$ cat src/rtl/sram_arbiter_if.sv
// SRAM-like request/response bus shared by the fetch port, the data port and
// the downstream memory port of sram_arbiter.
//   master : drives req/wr/size/wstrb/addr/wdata, receives addr_ok/data_ok/rdata
//   slave  : the opposite side
interface sram_arbiter_if;
  logic        req;
  logic        wr;
  logic [1:0]  size;
  logic [3:0]  wstrb;
  logic [31:0] addr;
  logic [31:0] wdata;
  logic        addr_ok;
  logic        data_ok;
  logic [31:0] rdata;

  modport master (
    output req, wr, size, wstrb, addr, wdata,
    input  addr_ok, data_ok, rdata
  );

  modport slave (
    input  req, wr, size, wstrb, addr, wdata,
    output addr_ok, data_ok, rdata
  );
endinterface

$ cat src/rtl/sram_arbiter.sv
// Two-to-one arbiter sharing one SRAM-like memory port between instruction
// fetch and data access. Data has priority; a grant is held until its address
// handshake completes. An in-order id FIFO routes each response back to the
// requester that issued it.
//   clk, reset : clock, asynchronous active-high reset
//   inst       : fetch requester (only req/addr used; reads only)
//   data       : data requester (loads and stores)
//   mem        : shared downstream port
//   err        : sticky flag, set by a response with nothing outstanding
module sram_arbiter #(
  parameter int unsigned DEPTH = 4
) (
  input  logic           clk,
  input  logic           reset,
  sram_arbiter_if.slave  inst,
  sram_arbiter_if.slave  data,
  sram_arbiter_if.master mem,
  output logic           err
);

  localparam int unsigned PTR_W = (DEPTH > 1) ? $clog2(DEPTH) : 1;
  localparam int unsigned CNT_W = $clog2(DEPTH + 1);
  localparam logic        ID_INST = 1'b0;
  localparam logic        ID_DATA = 1'b1;

  logic             lock;
  logic             lock_id;
  logic             fifo [DEPTH];
  logic [PTR_W-1:0] wr_ptr;
  logic [PTR_W-1:0] rd_ptr;
  logic [CNT_W-1:0] count;

  logic grant_valid;
  logic grant_id;
  logic push;
  logic pop;
  logic head;

  // Fetch-side write fields are meaningless for instruction reads.
  wire unused_inst = &{1'b0, inst.wr, inst.size, inst.wstrb, inst.wdata};

  // Grant selection: a held lock wins; otherwise data over inst when not full.
  always_comb begin
    grant_valid = 1'b0;
    grant_id    = ID_INST;
    if (!reset) begin
      if (lock) begin
        grant_valid = 1'b1;
        grant_id    = lock_id;
      end else if (count < CNT_W'(DEPTH)) begin
        if (data.req) begin
          grant_valid = 1'b1;
          grant_id    = ID_DATA;
        end else if (inst.req) begin
          grant_valid = 1'b1;
          grant_id    = ID_INST;
        end
      end
    end
  end

  // Downstream mux; fetches are always word reads.
  always_comb begin
    mem.req   = grant_valid;
    mem.wr    = 1'b0;
    mem.size  = 2'd0;
    mem.wstrb = 4'd0;
    mem.addr  = 32'd0;
    mem.wdata = 32'd0;
    if (grant_valid) begin
      if (grant_id == ID_DATA) begin
        mem.wr    = data.wr;
        mem.size  = data.size;
        mem.wstrb = data.wstrb;
        mem.addr  = data.addr;
        mem.wdata = data.wdata;
      end else begin
        mem.size  = 2'd2;
        mem.addr  = inst.addr;
      end
    end
  end

  assign push = grant_valid && mem.addr_ok;
  assign pop  = !reset && mem.data_ok && (count != '0);
  assign head = fifo[rd_ptr];

  assign inst.addr_ok = grant_valid && (grant_id == ID_INST) && mem.addr_ok;
  assign data.addr_ok = grant_valid && (grant_id == ID_DATA) && mem.addr_ok;
  assign inst.data_ok = pop && (head == ID_INST);
  assign data.data_ok = pop && (head == ID_DATA);
  assign inst.rdata   = mem.rdata;
  assign data.rdata   = mem.rdata;

  // Lock, id FIFO, outstanding count and error flag.
  always_ff @(posedge clk or posedge reset) begin
    if (reset) begin
      lock    <= 1'b0;
      lock_id <= ID_INST;
      wr_ptr  <= '0;
      rd_ptr  <= '0;
      count   <= '0;
      err     <= 1'b0;
      for (int i = 0; i < int'(DEPTH); i++) fifo[i] <= ID_INST;
    end else begin
      lock    <= grant_valid && !mem.addr_ok;
      lock_id <= grant_id;
      if (push) begin
        fifo[wr_ptr] <= grant_id;
        wr_ptr       <= wr_ptr + PTR_W'(1);
      end
      if (pop) rd_ptr <= rd_ptr + PTR_W'(1);
      case ({push, pop})
        2'b10:   count <= count + CNT_W'(1);
        2'b01:   count <= count - CNT_W'(1);
        default: count <= count;
      endcase
      if (mem.data_ok && (count == '0)) err <= 1'b1;
    end
  end

endmodule

$ cat src/flat_wrapper.sv
// flat-port wrapper written by rule: the top's interface ports become plain ports
module sram_arbiter_flat 
#(
  parameter int unsigned DEPTH = 4
)
  (clk, reset, err, inst_req, inst_wr, inst_size, inst_wstrb, inst_addr, inst_wdata, inst_addr_ok, inst_data_ok, inst_rdata, data_req, data_wr, data_size, data_wstrb, data_addr, data_wdata, data_addr_ok, data_data_ok, data_rdata, mem_req, mem_wr, mem_size, mem_wstrb, mem_addr, mem_wdata, mem_addr_ok, mem_data_ok, mem_rdata);
  sram_arbiter_if inst_i ();
  sram_arbiter_if data_i ();
  sram_arbiter_if mem_i ();
  input  logic clk;
  input  logic reset;
  output logic err;
  input wire logic [$bits(inst_i.req)-1:0] inst_req;
  input wire logic [$bits(inst_i.wr)-1:0] inst_wr;
  input wire logic [$bits(inst_i.size)-1:0] inst_size;
  input wire logic [$bits(inst_i.wstrb)-1:0] inst_wstrb;
  input wire logic [$bits(inst_i.addr)-1:0] inst_addr;
  input wire logic [$bits(inst_i.wdata)-1:0] inst_wdata;
  output wire logic [$bits(inst_i.addr_ok)-1:0] inst_addr_ok;
  output wire logic [$bits(inst_i.data_ok)-1:0] inst_data_ok;
  output wire logic [$bits(inst_i.rdata)-1:0] inst_rdata;
  input wire logic [$bits(data_i.req)-1:0] data_req;
  input wire logic [$bits(data_i.wr)-1:0] data_wr;
  input wire logic [$bits(data_i.size)-1:0] data_size;
  input wire logic [$bits(data_i.wstrb)-1:0] data_wstrb;
  input wire logic [$bits(data_i.addr)-1:0] data_addr;
  input wire logic [$bits(data_i.wdata)-1:0] data_wdata;
  output wire logic [$bits(data_i.addr_ok)-1:0] data_addr_ok;
  output wire logic [$bits(data_i.data_ok)-1:0] data_data_ok;
  output wire logic [$bits(data_i.rdata)-1:0] data_rdata;
  output wire logic [$bits(mem_i.req)-1:0] mem_req;
  output wire logic [$bits(mem_i.wr)-1:0] mem_wr;
  output wire logic [$bits(mem_i.size)-1:0] mem_size;
  output wire logic [$bits(mem_i.wstrb)-1:0] mem_wstrb;
  output wire logic [$bits(mem_i.addr)-1:0] mem_addr;
  output wire logic [$bits(mem_i.wdata)-1:0] mem_wdata;
  input wire logic [$bits(mem_i.addr_ok)-1:0] mem_addr_ok;
  input wire logic [$bits(mem_i.data_ok)-1:0] mem_data_ok;
  input wire logic [$bits(mem_i.rdata)-1:0] mem_rdata;
  assign inst_i.req = inst_req;
  assign inst_i.wr = inst_wr;
  assign inst_i.size = inst_size;
  assign inst_i.wstrb = inst_wstrb;
  assign inst_i.addr = inst_addr;
  assign inst_i.wdata = inst_wdata;
  assign inst_addr_ok = inst_i.addr_ok;
  assign inst_data_ok = inst_i.data_ok;
  assign inst_rdata = inst_i.rdata;
  assign data_i.req = data_req;
  assign data_i.wr = data_wr;
  assign data_i.size = data_size;
  assign data_i.wstrb = data_wstrb;
  assign data_i.addr = data_addr;
  assign data_i.wdata = data_wdata;
  assign data_addr_ok = data_i.addr_ok;
  assign data_data_ok = data_i.data_ok;
  assign data_rdata = data_i.rdata;
  assign mem_req = mem_i.req;
  assign mem_wr = mem_i.wr;
  assign mem_size = mem_i.size;
  assign mem_wstrb = mem_i.wstrb;
  assign mem_addr = mem_i.addr;
  assign mem_wdata = mem_i.wdata;
  assign mem_i.addr_ok = mem_addr_ok;
  assign mem_i.data_ok = mem_data_ok;
  assign mem_i.rdata = mem_rdata;
  sram_arbiter #(.DEPTH(DEPTH)) u_core (.clk(clk), .reset(reset), .inst(inst_i), .data(data_i), .mem(mem_i), .err(err));
endmodule
$ cat config.mk
export PLATFORM = sky130hd
export DESIGN_NAME = sram_arbiter_flat
export DESIGN_NICKNAME = d
export VERILOG_FILES = /design/src/rtl/sram_arbiter_if.sv /design/src/rtl/sram_arbiter.sv /design/src/flat_wrapper.sv
export SDC_FILE = /design/constraint.sdc
export NUM_CORES = 1
export LEC_CHECK = 0
export ABC_AREA = 1
export CORE_AREA = 2 2 125 127
export DETAILED_ROUTE_END_ITERATION = 10
export DIE_AREA = 0 0 127 129
export GPL_ROUTABILITY_DRIVEN = 0
export GPL_TIMING_DRIVEN = 0
export SLEW_MARGIN = 20
export SYNTH_ARGS = -nofsm -noshare
export SYNTH_HDL_FRONTEND = slang
export SYNTH_SLANG_ARGS = --single-unit
export TNS_END_PERCENT = 20
$ cat constraint.sdc
create_clock -name clk -period 4.32 [get_ports clk]
set_clock_uncertainty 0.1 [all_clocks]
set_input_delay 0.648 -clock clk [delete_from_list [all_inputs] [get_ports clk]]
set_output_delay 0.648 -clock clk [all_outputs]
set_load 0.02 [all_outputs]
# --- Yosys cells after proc, flatten, opt, wreduce, memory -nomap -nowiden ---
# Index checks and enable logic that the tools add are counted.
totals:
  reg_bits: 14
  output_inout_bits: 141
  in_bits: 180
op_classes:
  add_sub_neg: 4
  eq_ne: 2
  muxes: 26
  reduce_logical: 17
  bitwise_logic: 4
  magnitude_cmp: 4
ops:
  columns: ["operator", "count"]
  rows:
  - ["2-to-1 mux 32 bit", 4]
  - ["2-to-1 mux 1 bit", 14]
  - ["logical AND 1 bit", 12]
  - ["2-to-1 mux 4 bit", 2]
  - ["greater-or-equal comparator 3 bit (second input constant)", 2]
  - ["inverter 2 -> 3 bit", 2]
  - ["case mux 3 bit (2 select lines)", 1]
  - ["adder 2 x 1 -> 2 bit (second input constant)", 2]
  - ["bitwise mux 4 bit", 1]
  - ["2-to-1 mux 2 bit", 2]
  - ["adder 3 x 1 -> 3 bit (second input constant)", 1]
  - ["logical NOT 3 bit", 1]
  - ["less-than comparator 3 x 1 -> 1 bit (second input constant)", 1]
  - ["less-than comparator 3 bit (second input constant)", 1]
  - ["nonzero test 3 bit", 1]
  - ["subtractor 3 x 1 -> 3 bit (second input constant)", 1]
  - ["binary-select mux 1 bit (select 2 bit)", 1]
  - ["demux 1 bit (select 2 bit)", 1]
  - ["== test 2 x 1 -> 1 bit (second input constant)", 1]
  - ["== test 2 bit (second input constant)", 1]
  - ["logical NOT 1 bit", 2]
  - ["inverter 1 bit", 2]
  - ["nonzero test 2 bit", 1]

# --- Logic depth before layout (Yosys ltp) ---
# Gate-level depths: netlist of run 1.
logic_depth:
  depth_word: 8
  ltp_mapped: 10
  ltp_nobuf: 10

# --- Worst setup path after synthesis of run 1 ---
# Ideal clock, no wire load.
synth_timing:
  path_type: "input-to-output"
  startpoint: "input reset"
  endpoint: "output data_addr_ok"
  n_path_buf: 1
  required_time_ns: 3.572
  t_arrival_ns: 1.687
  path_slack_ns: 1.885
  cell_stages: 6
  path_cell_list: "inv_2 nand2_1 nor2_4 inv_4 buf_2 nor2_1"
synth_via:
  elab_chain_len: 3
  word_cells_on_any_way: 4
  classes_between: "mux (2); reduce/logical (2)"
synth_lines:
  columns: ["element", "line", "source"]
  rows:
  - ["from (decl)", "flat_wrapper.sv:11", "input logic reset;"]
  - ["2-to-1 mux 1 bit", "sram_arbiter.sv:46", "if (!reset) begin"]
  - ["logical AND 1 bit (*) (2 in series)", "sram_arbiter.sv:89", "assign data.addr_ok = grant_valid && (grant_id == ID_DATA) && mem.addr_ok;"]
  - ["to (decl)", "flat_wrapper.sv:28", "output wire logic [$bits(data_i.addr_ok)-1:0] data_addr_ok;"]
# Every way passes the cells marked *; elsewhere a longest branch is shown, timed or not.

# --- Final worst setup path of run 1 ---
layout_timing:
  startpoint: "input reset"
  endpoint: "output mem_addr[27]"
layout_via:
  elab_chain_len: 3
  word_cells_on_any_way: 4
  classes_between: "mux (4)"
layout_lines:
  columns: ["element", "line", "source"]
  rows:
  - ["2-to-1 mux 1 bit", "sram_arbiter.sv:46", null]
  - ["2-to-1 mux 32 bit", "sram_arbiter.sv:71", "if (grant_id == ID_DATA) begin"]
  - ["2-to-1 mux 32 bit (*)", "sram_arbiter.sv:70", "if (grant_valid) begin"]
  - ["to (decl)", "flat_wrapper.sv:35", "output wire logic [$bits(mem_i.addr)-1:0] mem_addr;"]
# Marked as above.

==> flow_summary.ini, run 1 <==
[worst_setup_path]
cp_num_buf_inv = 5
crit_path_max_incr_delay_ns = 0.64
reg2regPathDepth = 10
critical_path.top_delay_family = buffers and inverters
endpoint_kind = output port
criticalPathCategory = input pin to output port
critPathLaunchType = input pin
critical_path_depth = 9
cp.arrival_ns = 2.85
rrSetupSlack_ns = 2.28
cp_max_fo = 22
r2r-start = u_core.count[2]$_DFFE_PP0P_
crit_slowest_cell = clkdlybuf4s50_1
required_ns = 3.57
path_cells = clkdlybuf4s50_1, inv_2, nand2_1, nor2_4, inv_4, buf_2, nand3_1, nand2_1, clkdlybuf4s50_1
crit_start = reset
reg2reg_to = u_core.count[2]$_DFFE_PP0P_
crit_path_end = mem_addr[27]

[global_route]
grt_usage_pct = 11.1
grt_pass1_wl_mm = 14.2
grt_max_degree = 23
overflow = 0
grt_pass1_vias = 2615
antenna_found_initial = 0

[floorplan]
initial_core_util_pct = 13.6
dieArea_mm2 = 0.0164
die_h_um = 129
fp.dieW_um = 127
core_mm2 = 0.0150
fp-row-count = 45
io_pins = 321

[clock_tree]
cts_tree = built
h-tree-depth = 1
cts_buffer_depth = 2
ctsResizeCount = 0
postCtsSetupRepairBufs = 0
insertion_delay_ns = 0.24
cts-root-buf = clkbuf_16
hold_buffers = 0
cts_buffers = 3
cts.sinks = 14
path_clk_slew_ns = 0.05

[routing]
post_drt_wl_per_cell_um = 13.0
dr.pass1.iters = 6
via_per_inst = 3.58
wirelength_mm = 10.2
drc_errors = 0
detail-route-antenna-nets = 0
drt-initial-drc-count = 117
vias = 2803

[synth]
synth_nets = 527
yosysTopAreaCell = buf_4
synth_seq_cells = 14
yosys_warnings = 0
synth_top_cell_area_share_pct = 24.3
synth.avg_cell_area_um2 = 5.97
synth_compound_area_share_pct = 2.09
synth_area_leaders = buf_4, dfrtp_1, nand2_1
synth_cells = 341
ys_types = 22
synthAdderAreaFrac_pct = 4.05
synth_xor_area_share_pct = 2.15
ys_seq_area_share_pct = 17.2
synthMuxAreaShare_pct = 0
synthSimpleGateAreaFrac_pct = 36.6
synth_top_family_by_area = buffers and inverters
synth_area_mm2 = 0.00204

[power]
comb_power_share_pct = 71.6
seqPwrFrac_pct = 15.1
ir_worst_vdd_uv = 173
p_int_uw = 834
switching_share_pct = 43.3
p_switching_uw = 637
p_leak_uw = 0.00231
power_frac_clock_pct = 13.3
p_per_area_mw_per_mm2 = 303

[layout]
fin_nets = 781
insertedDiodeCount = 0
final_layout_size_suffix_gt1_share_pct = 15.3
final_cells = 782
area_growth_pct = 138
filler_cell_count = 1617

[outcome]
status = finished clean

[sta]
fmax_ghz = 0.278
maxSlewHeadroom_pct = 72.5
fin_crit_ns = 3.60
fin_tns_setup_ns = 0
worst_slew_pin_slew_ns = 0.413
rsz0062_at_grt = no
finalSetupViolations = 0
hold_viol = 0
min_period_over_period_pct = 83.3
slew_violations = 0
timing.hold.ws_ns = 0.358

[run]
maxCapViolCount = 0

[placement]
io_buffers = 249
dpl.cell_count = 778
dpl.hpwl_mm = 8.92

[worst_hold_path]
hp-class = register to register
state kept, by name (all words and copies together) (netlist names):
signal	flops
u_core.wr_ptr	2
u_core.lock_id	1
u_core.err	1
u_core.count	3
u_core.rd_ptr	2
u_core.lock	1
u_core.fifo	4
cells in the mapped netlist, drive strengths merged:
library cell,n
xor2,3
nor3,1
nor2,48
ha,5
dfrtp,14
nand3,39
nand2,86
buf,78
fa,1
nand4,4
o21ai,4
inv,52
xnor2,2
a21oi,3
a21o,1
layout make-up:
type                            count  area [um^2]  share of cell area, %
Buffer                             78          574                   11.8
Clock buffer                        4         88.8                   1.83
Inverter                           52          198                   4.07
Multi-Input combinational cell    197          915                   18.8
Sequential cell                    14          350                   7.22
Tap cell                          188          235                   4.85
Timing Repair Buffer              249         2490                   51.4
layout by cell type (no fill, tap or decap), types with 4 or more instances in the layout:
| master | count |
|---|---|
| nor2_1 | 47 |
| nand4_1 | 4 |
| o21ai_0 | 4 |
| nand2_1 | 84 |
| dfrtp_1 | 14 |
| nand3_1 | 38 |
| inv_1 | 47 |
| buf_4 | 66 |
| buf_2 | 9 |
| clkdlybuf4s50_1 | 249 |
| inv_2 | 4 |
| ha_1 | 5 |
power groups by stage:
stage	Sequential (uW)	Combinational, uW	Clock [uW]
2_1_floorplan	218	572	0
3_3_place_gp	224	1070	0
3_5_place_dp	224	1070	0
4_1_cts	223	1080	200
5_1_grt	231	1150	206
6_report	223	1050	196
stage by stage:
step                      utilization, %  power, uW  area [um^2]  worst slack (ns)
final                               32.4       1470         4850             0.721
after global placement              31.8       1290         4760             0.579
after global routing                32.4       1590         4850             0.456
after CTS                           32.4       1500         4850             0.576
after detailed placement            31.8       1300         4760             0.579
after floorplan                        -        790         2040              1.88
how the worst min path moves through the flow:
stage	startpoint	to	cells past startpoint
3_5_place_dp	u_core.err$_DFFE_PP0P_	u_core.err$_DFFE_PP0P_	1
2_1_floorplan	u_core.fifo[2]$_DFFE_PP0P_	u_core.fifo[2]$_DFFE_PP0P_	2
4_1_cts	u_core.err$_DFFE_PP0P_	u_core.err$_DFFE_PP0P_	1
3_3_place_gp	u_core.err$_DFFE_PP0P_	u_core.err$_DFFE_PP0P_	1
6_report	u_core.err$_DFFE_PP0P_	u_core.err$_DFFE_PP0P_	1
5_1_grt	u_core.err$_DFFE_PP0P_	u_core.err$_DFFE_PP0P_	1
cells by family after synthesis:
logic type	count (synthesis)
AO/OA/AOI/OAI	8
XOR/XNOR	5
adder cells (fa/ha/maj)	6
buffers and inverters	130
flip-flops	14
AND/OR/NAND/NOR	178
worst register-to-register path, delay by kind of cell, from the launching register on:
| family | cells | cell delay (ns) |
|---|---|---|
| fa+ha+maj | 2 | 0.54 |
| simple gates | 3 | 0.38 |
| flops | 1 | 0.36 |
| compound gates | 2 | 0.27 |
| xor+xnor | 1 | 0.15 |
| buf+inv | 2 | 0.12 |
routing by layer:
| layer | global-route usage [%] | wire [um] | vias to the layer above |
|---|---|---|---|
| li1 | - | - | 1463 |
| met1 | 13.1 | 4000 | 1183 |
| met2 | 20.9 | 5210 | 149 |
| met3 | 2.54 | 884 | 8 |
| met4 | 1.87 | 78 | 0 |
| met5 | 0 | 0 | - |
Power figures use the tool's default switching activity.
==> run 2: changes to the inputs <==
CORE_AREA = 2 2 126 128   (was 2 2 125 127)
DIE_AREA = 0 0 128 130   (was 0 0 127 129)
clock period = 3.6 ns   (was 4.32 ns; I/O delays follow)
==> run 2 against run 1 <==
Hold slack improved by 0.0080 ns. Critical path depth is 1 lower. Utilization fell by 0.89 points. Combinational power increased by 21%. Non-clock buffer count unchanged. Critical path type unchanged. Critical endpoint is now mem_addr[25].
==> flow_summary.ini, run 2 (synthesized netlist as in run 1, its figures left out) <==
[worst_setup_path]
crit_path_max_incr_delay_ns = 0.61
endpoint_kind = output port
path_cells = clkdlybuf4s50_1, inv_4, nand2_1, nor2_4, buf_2, nand2_1, nand2_1, clkdlybuf4s50_1
cp_num_buf_inv = 4
critical_path.top_delay_family = buffers and inverters
critPathLaunchType = input pin
path_common_cell = nand2_1
cp_max_fo = 22
cp.arrival_ns = 2.71
required_ns = 2.96
crit_slowest_cell = clkdlybuf4s50_1
criticalPathCategory = input pin to output port

[global_route]
grt_max_degree = 23
antenna_found_initial = 0
overflow = 0
grt_pass1_vias = 2548
grt_usage_pct = 10.3
grt_pass1_wl_mm = 13.3

[layout]
fin_nets = 781
insertedDiodeCount = 0
multi_input_area_um2 = 915
ff_latch_area_um2 = 350
filler_cell_count = 1697
largest_reg_flops = 4
regMostFlops = u_core.fifo
final_layout_size_suffix_gt1_share_pct = 15.3
mostFrequentLayoutCell = clkdlybuf4s50_1
mostFrequentLayoutCells = clkdlybuf4s50_1, nand2_1, buf_4
area_growth_pct = 139
largest_registers = u_core.fifo x4, u_core.count x3
final_cells = 786

[sta]
rsz0062_at_grt = no
worst_slew_pin_slew_ns = 0.375
fin_crit_ns = 3.35
slew_violations = 0
fin_tns_setup_ns = 0
min_period_over_period_pct = 93.1
maxSlewHeadroom_pct = 74.9
finalSetupViolations = 0
hold_viol = 0
setup_ws_ns = 0.247
fmax_ghz = 0.298

[clock_tree]
cts_buffers = 3
h-tree-depth = 1
path_clk_slew_ns = 0.04
cts_buffer_depth = 2
cts_tree = built
postCtsSetupRepairBufs = 0
hold_buffers = 0
insertion_delay_ns = 0.24
cts.sinks = 14
cts-root-buf = clkbuf_16
ctsResizeCount = 0

[routing]
post_drt_wl_per_cell_um = 12.4
dr.pass1.iters = 4
detail-route-antenna-nets = 0
drc_errors = 0
drt-initial-drc-count = 89
via_per_inst = 3.61
wirelength_mm = 9.72
vias = 2838

[worst_hold_path]
hp-class = register to register

[placement]
io_buffers = 249
dpl.cell_count = 782
dpl.hpwl_mm = 8.39
place_ws_ns = 0.0683

[floorplan]
io_pins = 321
fp-row-count = 46
die_h_um = 130
core_mm2 = 0.0154
dieArea_mm2 = 0.0166
fp.dieW_um = 128
initial_core_util_pct = 13.2

[power]
p_leak_uw = 0.00231
p_per_area_mw_per_mm2 = 364
ir_worst_vdd_uv = 147

[run]
maxCapViolCount = 0

[outcome]
status = finished clean
-- run 2: changes by cell type in the layout (fill, tap and decap cells not counted) --
| cell | change |
|---|---|
| inv_2 | -1 |
| inv_4 | +1 |
-- run 2: layer usage --
layer  global-route usage [%]  routed length [um]  part of all wire [%]
met5                        0                   0                     0
met4                     1.75                  61                  0.63
met3                     2.54                 889                   9.1
met2                     18.2                4760                    49
met1                     12.9                4020                    41
-- run 2: layout make-up --
class / instances / share of cell area (%)
Inverter: 52 / 4.12
Buffer: 78 / 11.8
Sequential cell: 14 / 7.21
Tap cell: 192 / 4.94
Timing Repair Buffer: 249 / 51.3
Multi-Input combinational cell: 197 / 18.8
Clock buffer: 4 / 1.83
-- run 2: worst paths after layout --
check	start	to	slack (ns)	cells past startpoint
setup / recovery	reset	mem_addr[25]	0.25	8
hold / removal	u_core.err$_DFFE_PP0P_	u_core.err$_DFFE_PP0P_	0.37	1
setup reg to reg	u_core.count[2]$_DFFE_PP0P_	u_core.count[2]$_DFFE_PP0P_	1.54	10
hold reg to reg	u_core.err$_DFFE_PP0P_	u_core.err$_DFFE_PP0P_	0.37	1
max in group asynchronous	reset	u_core.wr_ptr[1]$_DFFE_PP0P_	2.71	2
min in group asynchronous	reset	u_core.rd_ptr[0]$_DFFE_PP0P_	0.48	2
-- run 2: worst reg2reg max path, cell delays in order (launching register included) --
cell,delay [ns]
dfrtp_1,0.35
inv_2,0.06
nand2_1,0.09
nand3_2,0.16
nand3_1,0.18
ha_1,0.17
inv_1,0.06
fa_1,0.37
a21oi_1,0.14
o21ai_0,0.11
xor2_1,0.15
-- run 2: report_power, final --
part           internal (uW)  switching, uW
Sequential               220           48.6
Clock                    168           63.9
Combinational            613            655
-- run 2: metrics by stage --
| step | area (um^2) | hold WS [ns] | util (%) | power (uW) |
|---|---|---|---|---|
| global placement | 4770 | 0.349 | 30.9 | 1550 |
| floorplan | 2040 | 0.292 | - | 948 |
| detailed placement | 4770 | 0.356 | 30.9 | 1560 |
| finish | 4860 | 0.366 | 31.5 | 1770 |
| global route | 4860 | 0.394 | 31.5 | 1910 |
| CTS | 4860 | 0.372 | 31.5 | 1800 |
